File: config.mk
export PLATFORM = sky130hd
export DESIGN_NAME = pc_fetch_ctrl
export DESIGN_NICKNAME = d
export VERILOG_FILES = /design/src/rtl/pc_fetch_ctrl.sv
export SDC_FILE = /design/constraint.sdc
export NUM_CORES = 1
export LEC_CHECK = 0
export CAP_MARGIN = 5
export CORE_ASPECT_RATIO = 0.7
export CORE_MARGIN = 4
export CORE_UTILIZATION = 48
export CTS_CLUSTER_SIZE = 14
export DETAILED_ROUTE_END_ITERATION = 12
export PLACE_DENSITY = 0.85
export SLEW_MARGIN = 20
export SYNTH_ARGS = -nofsm -noshare
export SYNTH_HDL_FRONTEND = slang
export SYNTH_SLANG_ARGS = --single-unit
File: constraint.sdc
create_clock -name Clk -period 2.2 [get_ports Clk]
set_input_delay 0.44 -clock Clk [delete_from_list [all_inputs] [get_ports Clk]]
set_output_delay 0.44 -clock Clk [all_outputs]
set_load 0.02 [all_outputs]
File: src/rtl/pc_fetch_ctrl.sv
// rtl/pc_fetch_ctrl.sv - program counter, fetch sequencer and run control
module pc_fetch_ctrl #(
  parameter int D          = 12,
  parameter int START_ADDR = 0,
  parameter int MAX_CYCLES = 4096,
  parameter int CW         = 16
) (
  input  logic          Clk,
  input  logic          Reset,
  input  logic          Start,
  input  logic          branch_en,
  input  logic [D-1:0]  target,
  input  logic          stall,
  input  logic          halt,
  output logic [D-1:0]  prog_addr,
  output logic          running,
  output logic          Done,
  output logic          timeout,
  output logic [CW-1:0] cycle_count
);

  typedef enum logic [1:0] {
    S_IDLE = 2'd0,
    S_RUN  = 2'd1,
    S_DONE = 2'd2
  } state_t;

  localparam logic [D-1:0]  START_PC = D'(START_ADDR);
  // Last count value at which a RUN edge may still occur before the watchdog fires
  localparam logic [CW-1:0] WD_LAST  = CW'(MAX_CYCLES - 1);

  state_t state;

  // Run-control FSM with PC, cycle counter and registered status outputs
  always_ff @(posedge Clk or negedge Reset) begin
    if (!Reset) begin
      state       <= S_IDLE;
      prog_addr   <= START_PC;
      running     <= 1'b0;
      Done        <= 1'b0;
      timeout     <= 1'b0;
      cycle_count <= '0;
    end else begin
      case (state)
        S_IDLE, S_DONE: begin
          // Start from DONE is a full restart, identical to leaving IDLE
          if (Start) begin
            state       <= S_RUN;
            running     <= 1'b1;
            Done        <= 1'b0;
            prog_addr   <= START_PC;
            cycle_count <= '0;
            timeout     <= 1'b0;
          end
        end
        S_RUN: begin
          // Every RUN edge counts, including stalled, halting and timing-out ones
          cycle_count <= cycle_count + CW'(1);
          if (halt) begin
            state   <= S_DONE;
            running <= 1'b0;
            Done    <= 1'b1;
            timeout <= 1'b0;
          end else if (cycle_count == WD_LAST) begin
            state   <= S_DONE;
            running <= 1'b0;
            Done    <= 1'b1;
            timeout <= 1'b1;
          end else if (stall) begin
            prog_addr <= prog_addr;
          end else if (branch_en) begin
            prog_addr <= target;
          end else begin
            // Carry out of the top bit is dropped, so the PC wraps silently
            prog_addr <= prog_addr + D'(1);
          end
        end
        default: begin
          state   <= S_IDLE;
          running <= 1'b0;
          Done    <= 1'b0;
        end
      endcase
    end
  end

endmodule

---- Word-level counts from Yosys, hierarchy flattened ----
Cells that the tools add are included.
cells by class
  reduce and logical (&&, ||, !) cells .... 7
  multiplexer cells ....................... 22
  eq/ne operators ......................... 8
  add/sub/neg operators ................... 2
operators with widths
  operator                                                                 number
  12-bit 2-to-1 mux                                                        5
  16-bit one-hot mux with 2 select lines                                   1
  12-bit one-hot mux with 2 select lines                                   1
  16-bit by 1-bit adder with 16-bit output, second input constant          1
  16-bit by 12-bit equality test with 1-bit output, second input constant  1
  16-bit 2-to-1 mux                                                        1
  12-bit by 1-bit adder with 12-bit output, second input constant          1
  2-bit != test, second input constant                                     4
  1-bit 2-to-1 mux                                                         7
  2-bit 2-to-1 mux                                                         3
  1-bit one-hot mux with 2 select lines                                    3
  5-bit AND reduction                                                      1
  2-bit one-hot mux with 2 select lines                                    1
  2-bit AND reduction                                                      2
  3-bit != test, second input constant                                     1
  3-bit AND reduction                                                      1
  2-bit by 1-bit equality test with 1-bit output, second input constant    1
  2-bit equality test, second input constant                               1
  2-bit logical NOT                                                        1
  2-bit nonzero test                                                       1
  2-bit OR reduction                                                       1
word-level totals
  word-level logic and storage cells ...... 45
  bits in registers ....................... 33
  output and inout port bits .............. 31
  input bits .............................. 18

---- Longest topological paths before layout ----
  depth after elaboration ................. 6
  gate-level depth with buffers ........... 6
  mapped depth without buffers ............ 5

---- Least setup slack after synthesis ----
No wires, ideal clock.
  path kind ............................... register -> register
  start ................................... reg cycle_count[0]
  end ..................................... reg prog_addr[11]
  stages on the path, launching flop included .. 6
  buffers on the path ..................... 0
  library setup time ...................... 0.096 ns
  arrival ................................. 1.880 ns
  required time ........................... 2.104 ns
  setup slack ............................. 0.224 ns
  clock period less this slack ............ 1.976 ns
  cells stage by stage .................... dfrtp_1 -> ha_1 -> nand3_1 -> o41ai_4 -> mux2_2 -> o31ai_1
between the ends
  longest elaborated chain between the ends .. 3
RTL lines
  item                                              line  RTL
  start, declared                                   19    output logic [CW-1:0] cycle_count
  start signal, assigned                            58    cycle_count <= cycle_count + CW'(1);
  16-bit by 12-bit equality test with 1-bit output  64    end else if (cycle_count == WD_LAST) begin
  2-bit != test (no source line)                    --
  5-bit AND reduction (no source line)              --
  end signal, assigned                              70    prog_addr <= prog_addr;
  end signal, assigned                              72    prog_addr <= target;
  end signal, assigned                              75    prog_addr <= prog_addr + D'(1);
  end, declared                                     15    output logic [D-1:0] prog_addr,
No other way between the ends.
A chain may end at the register's enable or synchronous reset.

---- Worst setup path in the final report ----
  start ................................... reg cycle_count[13]
  end ..................................... reg prog_addr[11]
Same word-level chain as after synthesis.

==> results.ini <==
[routing]
dr.pass1.iters = 4
first_iter_violations = 178
ant_nets = 0
routed-via-count = 1786
wire_per_inst_um = 16.2
via_per_inst = 5.99
remaining_drc_errors = 0
totalWireLength_um = 4820

[timing]
fin_tns_setup_ns = 0
finalCritPeriodShare_pct = 91.7
worst_slack_ns = 0.183
holdWs_ns = 0.495
finalCriticalPeriod_ns = 2.02
slew_headroom_pct = 72.8
setup_viol = 0
rsz0062_at_grt = no
fmax_mhz = 496
worst_slew_pin_slew_ns = 0.408
slew_viol_final = 0
fin_skew_ns = 0.00868
final_hold_viol_count = 0

[worst_hold_path]
holdPathEnd = cycle_count[15]
min_from = cycle_count[15]
hold_path_class = flop to flop
hold_path_depth = 1

[finish]
fin_area_sq_mm = 0.00248
syn2layout_area_growth_pct = 36.0
drive_gt1_share_pct = 10.1
multi_input_area_sq_um = 962
fin_cells = 298
nets = 268
nFillCells = 276
area.sequential_sq_um = 801
n_antenna_cell = 0

[critical_path]
worstReg2RegEnd = prog_addr[11]
cp.arrival_ns = 2.21
crit-reg2reg-launch = cycle_count[13]
cpMaxStageDelayCell = or4_4
r2r_setup_slack_ns = 0.18
required_ns = 2.39
cp_max_fo = 15
critPathCaptureType = flop
cp-start-kind = flop
r2r_cells = 5
slowest_delay_ns = 0.57
critPathKind = flop to flop
path_cells = or4_4 -> o41ai_4 -> buf_4 -> mux2_2 -> o31ai_1

[yosys]
synth.distinct_cells = 44
synth_edf_count = 0
yosysTopAreaCellShare_pct = 43.9
netlist_area_sq_mm = 0.00182
yosys.area.top_type = dfrtp_1
synth-async-reset-ratio_pct = 100
synth.most_common_cell = dfrtp_1
avgSynthCellArea_sq_um = 9.45
synth_fp_nets = 213
ys_warn_count = 0
synth_cells = 193
ys_seq_area_share_pct = 43.9
synth_common_cells = 32 x dfrtp_1, 18 x nand2_1, 15 x nand3_1, 13 x nor2_1, 12 x o31ai_1
synthTopCellsByArea = dfrtp_1 44%, o31ai_1 4.9%, nand3_1 4.1%
ys.flop_type = dfrtp_1
synth-seq-cells = 32

[clocking]
numCtsBuffers = 5
cts.clk_slew.worst_paths_ns = 0.07
clk_path_buf_depth = 2
clock_latency_ns = 0.28
htree_levels = 2
cts_tree = done
root_buffer = clkbuf_8
cts_sinks = 32

[die]
die_x_um = 81.7
core_sq_mm = 0.00358
dieArea_sq_mm = 0.00487
die_y_um = 59.6
start_util_pct = 50.9
ios = 49
rows = 18

[global_route]
grt_pass1_wl_um = 7910
grt_pass1_vias = 1621
antenna_found_initial = 0
grt_remaining_overflow = 0
track_usage_pct = 21.5
grt_max_degree = 33

[job]
max-cap-violations = 0

[place]
place.gp.congestion = 0.885
placement.io_buffers = 48
placed_area_sq_mm = 0.00240
pre_cts_slack_ns = 0.00660
placed_cells = 291
dp_hpwl_um = 3580

[outcome]
outcome = finished, final reports clean

[power_and_ir_drop]
ir_drop_mv = 0.791
p_leak_uw = 0.00103
p_per_area_mw_per_mm2 = 715

-- where the power goes --
| group | internal (uW) | switching (uW) |
|---|---|---|
| Clock | 215 | 203 |
| Combinational | 269 | 302 |
| Sequential | 665 | 121 |
-- layout by cell type, fill, tap and decap left out, types with 3 or more instances in the layout --
cell type | Yosys | routed
a21oi_1 | 4 | 4
clkbuf_8 | 0 | 5
nor2_1 | 13 | 13
clkdlybuf4s50_1 | 0 | 48
o31ai_1 | 12 | 12
nand4_1 | 8 | 8
o311ai_0 | 4 | 3
or2_2 | 3 | 3
nor3_1 | 3 | 3
dfrtp_1 | 32 | 32
inv_1 | 4 | 4
o41ai_1 | 4 | 4
o21ai_0 | 8 | 8
nand3_1 | 15 | 15
a31oi_1 | 3 | 3
xnor2_1 | 3 | 3
nand2b_1 | 3 | 3
buf_4 | 1 | 11
and2_1 | 3 | 3
nand2_1 | 18 | 18
mux2i_1 | 6 | 6
o211ai_1 | 3 | 3
-- critical path: cells and delay by family (launching register included) --
kind	cells	cell delay [ns]
multiplexers	1	0.35
buffers and inverters	1	0.27
flip-flops	1	0.43
AND/OR/NAND/NOR	1	0.57
AO/OA/AOI/OAI	2	0.30
-- layer usage --
layer / vias up / share of wire, % / track usage, %
met1: 851 / 49 / 33.2
met4: 0 / 0.71 / 4.74
met3: 5 / 8.0 / 5.78
met2: 78 / 42 / 29.7
met5: - / 0 / 0
li1: 852 / - / -
-- state kept, by name, indices dropped and copies added, names as in the netlist --
| register | cells |
|---|---|
| cycle_count | 16 |
| Done | 1 |
| state | 1 |
| prog_addr | 12 |
| timeout | 1 |
| running | 1 |
-- metrics by stage --
step | util, % | power (uW)
after floorplan | - | 1080
after global placement | 67.1 | 1350
after detailed placement | 67.1 | 1360
after CTS | 69.3 | 1780
after global routing | 69.3 | 1870
final | 69.3 | 1770
-- logic make-up (layout without fill, tap and decap cells) --
logic type	after synthesis	count (layout)	synth area share, %
simple gates	81	81	23.8
compound gates	52	52	21.7
flops	32	32	43.9
buf+inv	15	70	3.36
mux	7	7	3.91
xor+xnor	4	4	1.92
fa+ha+maj	2	2	1.37
-- worst max-delay path by stage --
stage / slack (ns) / startpoint / end / cells after the start
2_1_floorplan: 0.22 / cycle_count[0] / prog_addr[11] / 5
4_1_cts: 0.18 / cycle_count[0] / cycle_count[14] / 6
3_3_place_gp: 0.06 / halt / prog_addr[7] / 5
3_5_place_dp: 0.007 / halt / prog_addr[7] / 5
5_1_grt: 0.08 / cycle_count[0] / prog_addr[11] / 6
6_report: 0.18 / cycle_count[13] / prog_addr[11] / 5
-- cell type report --
cell class	count	share of cell area, %
inverters	4	0.605
flip-flops and latches	32	32.3
multi-input cells	146	38.8
clock buffers	6	2.92
repair buffers	59	22.7
well taps	50	2.52
clock inverters	1	0.202
-- timing repair --
action | in CTS | in global routing
resized for setup | 0 | 1
buffers inserted | 0 | 0
hold buffers | 0 | 0
setup endpoints to repair | 0 | 1
No activity file was read; power rests on OpenSTA's default activity.
